`config.mk`:
```
export PLATFORM = sky130hd
export DESIGN_NAME = instr_encoder
export DESIGN_NICKNAME = d
export VERILOG_FILES = /design/src/rtl/instr_encoder.sv
export SDC_FILE = /design/constraint.sdc
export NUM_CORES = 1
export LEC_CHECK = 0
export BUFFER_PORTS_ARGS = -buffer_cell sky130_fd_sc_hd__buf_2
export CAP_MARGIN = 10
export CORE_ASPECT_RATIO = 0.6
export CORE_UTILIZATION = 35
export DETAILED_ROUTE_END_ITERATION = 16
export SYNTH_ARGS = -nofsm -noshare
export SYNTH_HDL_FRONTEND = slang
export SYNTH_SLANG_ARGS = --single-unit
```
`constraint.sdc`:
```
create_clock -name clk -period 10.1 [get_ports clk]
set_input_delay 0.505 -clock clk [delete_from_list [all_inputs] [get_ports clk]]
set_output_delay 0.505 -clock clk [all_outputs]
set_load 0.03 [all_outputs]
```
`src/rtl/instr_encoder.sv`:
```
// ---------------------------------------------------------------------------------------------
// instr_encoder
//   Packs opcode, register fields and a signed 32-bit immediate into an RV32I instruction word
//   (I/Load/JALR, S, B and J formats). Each request is checked for a known opcode, alignment
//   (B/J) and immediate range. A good request becomes a word in a one-entry output register,
//   tagged with a sequential byte address. A rejected request is consumed without producing a
//   word and is recorded in the error status.
//
// Parameters
//   BASE_ADDR  byte address of the first emitted instruction
//   CNT_W      width of the emitted-word and error counters
//
// Ports
//   clk, rst                       clock, synchronous active-high reset
//   in_valid / in_ready            request handshake
//   in_opcode, in_rd, in_rs1,
//   in_rs2, in_funct3, in_imm      request fields (imm is a signed byte offset for B/J)
//   out_valid / out_ready          output word handshake
//   out_instr, out_addr            encoded word and its byte address
//   err_sticky, err_cause          first-error flag and cause (01 opcode, 10 range, 11 align)
//   inst_cnt, err_cnt              saturating counts of handed-off words and rejected requests
// ---------------------------------------------------------------------------------------------
module instr_encoder #(
    parameter logic [31:0] BASE_ADDR = 32'h0000_0000,
    parameter int unsigned CNT_W     = 16
) (
    input  logic             clk,
    input  logic             rst,
    input  logic             in_valid,
    output logic             in_ready,
    input  logic [6:0]       in_opcode,
    input  logic [4:0]       in_rd,
    input  logic [4:0]       in_rs1,
    input  logic [4:0]       in_rs2,
    input  logic [2:0]       in_funct3,
    input  logic [31:0]      in_imm,
    output logic             out_valid,
    input  logic             out_ready,
    output logic [31:0]      out_instr,
    output logic [31:0]      out_addr,
    output logic             err_sticky,
    output logic [1:0]       err_cause,
    output logic [CNT_W-1:0] inst_cnt,
    output logic [CNT_W-1:0] err_cnt
);

    localparam logic [6:0] OpLoad  = 7'b0000011;
    localparam logic [6:0] OpImm   = 7'b0010011;
    localparam logic [6:0] OpJalr  = 7'b1100111;
    localparam logic [6:0] OpStore = 7'b0100011;
    localparam logic [6:0] OpBr    = 7'b1100011;
    localparam logic [6:0] OpJal   = 7'b1101111;

    localparam logic [1:0] CauseNone  = 2'b00;
    localparam logic [1:0] CauseOp    = 2'b01;
    localparam logic [1:0] CauseRange = 2'b10;
    localparam logic [1:0] CauseAlign = 2'b11;

    typedef enum logic [2:0] {FmtBad, FmtI, FmtS, FmtB, FmtJ} fmt_e;

    fmt_e               fmt;
    logic signed [31:0] imm_s;
    logic signed [31:0] imm_lo;
    logic signed [31:0] imm_hi;
    logic               misaligned;
    logic               in_range;
    logic [1:0]         cause;
    logic [31:0]        enc_word;

    logic               valid_q, valid_d;
    logic [31:0]        instr_q, instr_d;
    logic [31:0]        addr_q, addr_d;
    logic               sticky_q, sticky_d;
    logic [1:0]         cause_q, cause_d;
    logic [CNT_W-1:0]   icnt_q, icnt_d;
    logic [CNT_W-1:0]   ecnt_q, ecnt_d;

    logic               out_hs;
    logic               accept;
    logic               good;
    logic               bad;

    assign imm_s = $signed(in_imm);

    // Format decode and per-format immediate limits.
    always_comb begin
        fmt    = FmtBad;
        imm_lo = 32'sd0;
        imm_hi = 32'sd0;
        unique case (in_opcode)
            OpLoad, OpImm, OpJalr: begin
                fmt    = FmtI;
                imm_lo = -32'sd2048;
                imm_hi = 32'sd2047;
            end
            OpStore: begin
                fmt    = FmtS;
                imm_lo = -32'sd2048;
                imm_hi = 32'sd2047;
            end
            OpBr: begin
                fmt    = FmtB;
                imm_lo = -32'sd4096;
                imm_hi = 32'sd4094;
            end
            OpJal: begin
                fmt    = FmtJ;
                imm_lo = -32'sd1048576;
                imm_hi = 32'sd1048574;
            end
            default: fmt = FmtBad;
        endcase
    end

    assign misaligned = ((fmt == FmtB) || (fmt == FmtJ)) && in_imm[0];
    assign in_range   = (imm_s >= imm_lo) && (imm_s <= imm_hi);

    // Checks in priority order: opcode, then alignment, then range.
    always_comb begin
        if (fmt == FmtBad) begin
            cause = CauseOp;
        end else if (misaligned) begin
            cause = CauseAlign;
        end else if (!in_range) begin
            cause = CauseRange;
        end else begin
            cause = CauseNone;
        end
    end

    always_comb begin
        enc_word = 32'h0;
        unique case (fmt)
            FmtI: enc_word = {in_imm[11:0], in_rs1, in_funct3, in_rd, in_opcode};
            FmtS: enc_word = {in_imm[11:5], in_rs2, in_rs1, in_funct3, in_imm[4:0], in_opcode};
            FmtB: enc_word = {in_imm[12], in_imm[10:5], in_rs2, in_rs1, in_funct3,
                              in_imm[4:1], in_imm[11], in_opcode};
            FmtJ: enc_word = {in_imm[20], in_imm[10:1], in_imm[11], in_imm[19:12],
                              in_rd, in_opcode};
            default: enc_word = 32'h0;
        endcase
    end

    assign in_ready = !valid_q || out_ready;
    assign out_hs   = valid_q && out_ready;
    assign accept   = in_valid && in_ready;
    assign good     = accept && (cause == CauseNone);
    assign bad      = accept && (cause != CauseNone);

    always_comb begin
        valid_d  = good || (valid_q && !out_ready);
        instr_d  = good ? enc_word : instr_q;
        // addr_q always holds the address the next loaded word will carry, so a reload in the
        // same cycle as a handoff naturally picks up the advanced address.
        addr_d   = out_hs ? addr_q + 32'd4 : addr_q;
        icnt_d   = (out_hs && (icnt_q != {CNT_W{1'b1}})) ? icnt_q + CNT_W'(1) : icnt_q;
        ecnt_d   = (bad && (ecnt_q != {CNT_W{1'b1}})) ? ecnt_q + CNT_W'(1) : ecnt_q;
        sticky_d = sticky_q;
        cause_d  = cause_q;
        if (bad && !sticky_q) begin
            sticky_d = 1'b1;
            cause_d  = cause;
        end
    end

    always_ff @(posedge clk) begin
        if (rst) begin
            valid_q  <= 1'b0;
            instr_q  <= 32'h0;
            addr_q   <= BASE_ADDR;
            sticky_q <= 1'b0;
            cause_q  <= CauseNone;
            icnt_q   <= '0;
            ecnt_q   <= '0;
        end else begin
            valid_q  <= valid_d;
            instr_q  <= instr_d;
            addr_q   <= addr_d;
            sticky_q <= sticky_d;
            cause_q  <= cause_d;
            icnt_q   <= icnt_d;
            ecnt_q   <= ecnt_d;
        end
    end

    assign out_valid  = valid_q;
    assign out_instr  = instr_q;
    assign out_addr   = addr_q;
    assign err_sticky = sticky_q;
    assign err_cause  = cause_q;
    assign inst_cnt   = icnt_q;
    assign err_cnt    = ecnt_q;

endmodule

```
==> Word level (Yosys, flattened, before mapping) <==
Index checks and enable logic that the tools add are counted.
{ "word_totals": {"regBits": 100, "latch_bits": 0, "ram_bits": 0, "rom_bits": 0, "in_bits": 61, "output_inout_bits": 101, "word_cells": 52, "n_memories": 0} }
{ "classes": {"addsub": 3, "n_mul": 0, "div": 0, "order_cmp": 2, "eq_ne": 12, "shifts": 0, "n_mux": 7, "bitwise_logic": 0, "reduce_logical": 21} }
{ "op_table": {"columns": ["operator", "n"], "rows": [
  ["$pmux W32 S4", 1],
  ["$pmux W32 S3", 1],
  ["$pmux W20 S3", 1],
  ["$add A16 B1 Y16 const B", 2],
  ["$add A32 B3 Y32 const B", 1],
  ["$ge A32 B32 Y1", 1],
  ["$le A32 B32 Y1", 1],
  ["$ne A16 B16 Y1 const B", 2],
  ["$eq A7 B7 Y1 const B", 3],
  ["$pmux W3 S4", 1],
  ["$logic_and A1 B1 Y1", 10],
  ["$eq A7 B2 Y1 const B", 1],
  ["$eq A7 B5 Y1 const B", 1],
  ["$eq A7 B6 Y1 const B", 1],
  ["$eq A3 B2 Y1 const B", 2],
  ["$mux W2", 3],
  ["$reduce_or A4 Y1", 1],
  ["$eq A3 B1 Y1 const B", 1],
  ["$eq A3 B3 Y1 const B", 1],
  ["$logic_not A1 Y1", 3],
  ["$logic_not A3 Y1", 1],
  ["$logic_or A1 B1 Y1", 3],
  ["$reduce_or A3 Y1", 1],
  ["$logic_not A2 Y1", 1],
  ["$reduce_bool A2 Y1", 1]
]} }

==> Logic depth before layout (Yosys ltp) <==
{ "depth": {"ltp_word": 11, "mapped_depth": 16, "ltp_nobuf": 14} }

==> Worst setup path before layout <==
No wires, ideal clock.
{ "synth_timing": {"path_type": "input -> register", "from": "input in_opcode[5]", "to": "register ecnt_q[15], in the netlist err_cnt[15]", "arrival_time_ns": 4.251, "t_required_ns": 9.979, "setup_slack_ns": 5.728, "path_stages": 14, "n_path_buf": 1, "path_cell_list": "or3_1 -> o21a_1 -> nor2_1 -> clkbuf_1 -> nor2_1 -> ha_1 -> nand2_1 -> or3_1 -> or4_4 -> o221ai_2 -> nand4_4 -> o211a_1 -> and3b_1 -> mux2_4"} }
{ "synth_between": {"elab_chain_len": 11, "elab_cells_between_ends": 25, "cone_classes": "order compare: 2; eq/ne: 8; mux: 6; reduce/logical: 9"} }
{ "synth_rtl": {"columns": ["item", "line", "rtl"], "rows": [
  ["from (decl)", "31", "input logic [6:0] in_opcode,"],
  ["$eq A7 B6 Y1, or another cell as far along", "90", "unique case (in_opcode)"],
  ["$reduce_or A4 Y1 (no source line) / $reduce_or A3 Y1 (equally long branches)", null, null],
  ["$pmux W32 S3, or another cell as far along", "90", null],
  ["$ge A32 B32 Y1, or another cell as far along", "116", "assign in_range = (imm_s >= imm_lo) && (imm_s <= imm_hi);"],
  ["$logic_and A1 B1 Y1 / $logic_or A1 B1 Y1 (equally long branches)", "116, 115", null],
  ["$mux W2 / $logic_and A1 B1 Y1 (equally long branches)", "124, 115", null],
  ["$mux W2", "122", "end else if (misaligned) begin"],
  ["$mux W2 (*)", "120", "if (fmt == FmtBad) begin"],
  ["$reduce_bool A2 Y1 (*)", "148", "assign bad = accept && (cause != CauseNone);"],
  ["$logic_and A1 B1 Y1 (*)", "148", null],
  ["$logic_and A1 B1 Y1 (*)", "157", "ecnt_d = (bad && (ecnt_q != {CNT_W{1'b1}})) ? ecnt_q + CNT_W'(1) : ecnt_q;"],
  ["to (signal assigned)", "182", "ecnt_q <= ecnt_d;"],
  ["to (decl)", "76", "logic [CNT_W-1:0] ecnt_q, ecnt_d;"]
]} }
Every way passes the cells marked *; elsewhere a longest branch is shown, timed or not.
A chain may end at the register's enable or synchronous reset.

==> Worst setup path in the final report <==
{ "layout_timing": {"from": "input in_opcode[6]", "to": "register instr_q[3], in the netlist out_instr[3]"} }
{ "layout_between": {"elab_chain_len": 10, "elab_cells_between_ends": 27, "cone_classes": "order compare: 2; eq/ne: 10; mux: 7; reduce/logical: 8"} }
{ "layout_rtl": {"columns": ["item", "line", "rtl"], "rows": [
  ["$eq A7 B6 Y1, or another cell as far along", "90", null],
  ["$reduce_or A4 Y1 (no source line) / $reduce_or A3 Y1 (equally long branches)", null, null],
  ["$pmux W32 S3, or another cell as far along", "90", null],
  ["$ge A32 B32 Y1, or another cell as far along", "116", null],
  ["$logic_and A1 B1 Y1 / $logic_or A1 B1 Y1 (equally long branches)", "116, 115", null],
  ["$mux W2 / $logic_and A1 B1 Y1 (equally long branches)", "124, 115", null],
  ["$mux W2", "122", null],
  ["$mux W2", "120", null],
  ["$logic_not A2 Y1", "147", "assign good = accept && (cause == CauseNone);"],
  ["$logic_and A1 B1 Y1", "147", null],
  ["to (signal assigned)", "177", "instr_q <= instr_d;"],
  ["to (decl)", "71", "logic [31:0] instr_q, instr_d;"]
]} }
Parallel ways exist; a longest one is shown, timed or not.

==> impl_metrics.tcl <==
set metrics [dict create \
    status "finished clean" \
    most-common-layout-cells "158 x buf_2, 98 x dfxtp_1, 96 x nor2_1" \
    grt_pass1_vias 4531 \
    n_antenna_cell 0 \
    finalClockSkew_ns 0.0106 \
    final_area_mm2 0.00662 \
    wl_met3_mm 1.16 \
    cp_num_buf_inv 3 \
    grt_use_total_pct 19.5 \
    period_share_pct 51.3 \
    overflow 0 \
    drive_above_1_share_pct 24.6 \
    maxCapViolCount 0 \
    vias_per_cell 5.14 \
    period_needed_ns 5.18 \
    clockBufferDepth 2 \
    final.setup.tns_ns 0 \
    fin_nets 888 \
    io_pins 162 \
    drt_pass1_iterations 5 \
    crit_type "in -> reg" \
    cts_tree "yes" \
    cp.arrival_ns 5.40 \
    synth_edf_count 0 \
    final_hold_viol_count 0 \
    cellPowerDensity_mw_per_mm2 129 \
    synthCells 631 \
    n_fill_cell 1503 \
    start_util_pct 36.3 \
    synthFlopType "dfxtp_1" \
    leakage_nw 2.78 \
    cp-end-kind "register" \
    critical_path_required_ns 10.32 \
    synthAdderAreaFrac_pct 10.3 \
    synth_top_family_by_area "simple AND/OR/NAND/NOR gates" \
    path_max_fanout 39 \
    synthXorXnorAreaFrac_pct 6.08 \
    grt_max_degree 62 \
    cts.sinks 98 \
    port_buffers 159 \
    post-cts-setup-buffers 0 \
    vias 5072 \
    multi_input_area_mm2 0.00318 \
    drv_slew 0 \
    synth-seq-area-share_pct 36.8 \
    crit_path_cell_trace "buf_2, or3_1, o21a_1, nor2_1, nor2_1, buf_4, ha_1, nand2_1, or3_1, or4_4, o221ai_2, nand4_4, nor3_4, buf_4, mux2i_1, nor2_1" \
    crit_family "simple AND/OR/NAND/NOR gates" \
    cp_slowest_cell "nor3_4" \
    cts_root_buf "clkbuf_16" \
    peakVddDrop_mv 0.0682 \
    hold_ws_ns 0.439 \
    wl_per_cell_um 15.3 \
    crit_top_cell "nor2_1" \
    ant_nets 0 \
    dpl.hpwl_mm 11.5 \
    num_rows 34 \
    grt_pass1_wl_mm 24.3 \
    antenna_found_initial 0 \
    top_layer_used "met4" \
    cts_max_level 3 \
    async_reset_ff_share_pct 0 \
    start_kind "input port" \
    cts_resized 0 \
    synthMuxAreaShare_pct 1.67 \
    met1Wirelength_mm 8.05 \
    gp_congestion 0.870 \
    placed_area_mm2 0.00630 \
    yosys_register_bits 98 \
    numCtsBuffers 9 \
    max_slew_margin_pct 44.4 \
    drc 0 \
    yosys.area_share.simple_pct 25.0 \
    cp_slowest_stage_delay_ns 0.71 \
    avgSynthCellArea_um2 8.44 \
    clk_latency_ns 0.34 \
    ff_latch_area_mm2 0.00196 \
    drt-initial-drc-count 333 \
    ys_types 58 \
    worst_slew_pin_slew_ns 0.831 \
    rsz0062_at_grt "false" \
    area_growth_syn_to_layout_pct 24.3 \
    setup_violations 0 \
    met2_length_mm 5.72 \
    hp-class "in -> reg" \
    reg2reg_slack_ns 7.57 \
    yosysWarnings 0 \
    synth_compound_area_share_pct 16.5 \
    core_mm2 0.0147 \
    clk_pin_slew_ns 0.08 \
    final_common_cell "buf_2" \
    postCtsHoldBufs 0 \
    die_height_um 97.6 \
    die_area_mm2 0.0157 \
    fmax_ghz 0.193 \
    syn_area_mm2 0.00533 \
    die_x_um 161 \
    wirelength_mm 15.0 \
]
## stage by stage
| stage | instances | setup slack, ns | power, mW | utilization (%) |
|---|---|---|---|---|
| 2_1_floorplan | 632 | 5.73 | 0.448 | - |
| 3_3_place_gp | 970 | 4.70 | 0.481 | 42.9 |
| 3_5_place_dp | 970 | 4.55 | 0.481 | 42.9 |
| 4_1_cts | 986 | 4.91 | 0.864 | 45.1 |
| 5_1_grt | 986 | 4.53 | 0.893 | 45.1 |
| 6_report | 986 | 4.92 | 0.852 | 45.1 |
## final cells by class
cell class                 count  area share (%)
multi-input combinational    491            48.0
sequential                    98            29.6
timing repair buffer         165            12.7
tap                          198            3.74
clock buffer                  10            3.46
clock inverter                 6            1.44
inverter                      18            1.02
## final timing paths
path / from / cells past startpoint / to
max: in_opcode[6] / 16 / out_instr[3]
min: in_opcode[4] / 3 / out_instr[4]
max reg2reg: err_cnt[2] / 8 / err_cnt[15]
min reg2reg: out_instr[1] / 2 / out_instr[1]
## cells in the mapped netlist (3+ instances only)
master	number	area (µm²)
dfxtp_1	98	1960
nor2_1	96	360
ha_1	44	551
nand2_1	43	161
a21oi_1	40	200
nand3_1	29	145
xor2_1	28	245
o21ai_0	27	135
nand4_1	23	144
a211oi_1	20	150
a22oi_1	18	135
inv_1	18	67.6
or3_1	17	106
clkbuf_1	15	56.3
nand2b_1	14	87.6
and3_1	9	56.3
xnor2_1	9	78.8
nor2b_1	7	43.8
nor4_1	7	43.8
buf_4	5	37.5
a21o_1	4	30.0
mux2i_1	4	40.0
nor3_1	4	20.0
and2_1	3	18.8
mux2_2	3	33.8
o21a_1	3	22.5
o31ai_1	3	22.5
or4_1	3	22.5
## power breakdown
| part | leakage [nW] | switching, mW | internal, mW |
|---|---|---|---|
| registers | 0.790 | 0.00208 | 0.389 |
| logic | 1.83 | 0.0514 | 0.0300 |
| clock network | 0.158 | 0.159 | 0.221 |
| total | 2.78 | 0.212 | 0.639 |
## registers in the layout, indices dropped and copies added, names as in the netlist
register and flops:
out_instr 32, out_addr 30, err_cnt 16, inst_cnt 16, err_cause 2, err_sticky 1
out_valid 1
## cell families (layout without fill, tap and decap cells)
family                   count (synthesis)  after routing
adder cells (fa/ha/maj)                 44             44
multiplexers                             8              8
AND/OR/NAND/NOR                        266            266
other                                    1              2
flip-flops                              98             98
AO/OA/AOI/OAI                          134            134
buffers and inverters                   43            199
XOR/XNOR                                37             37
## layer usage
layer  GRT usage (%)  up-vias
met1            30.1     2327
met4            3.70        0
met5               0        -
li1                -     2585
met2            25.7      151
met3            6.23        9
## tightest hold or removal path, cell delays in order
cell	delay, ns
buf_2	0.12
nand3_1	0.06
a21oi_1	0.06
Power figures use the tool's default switching activity.
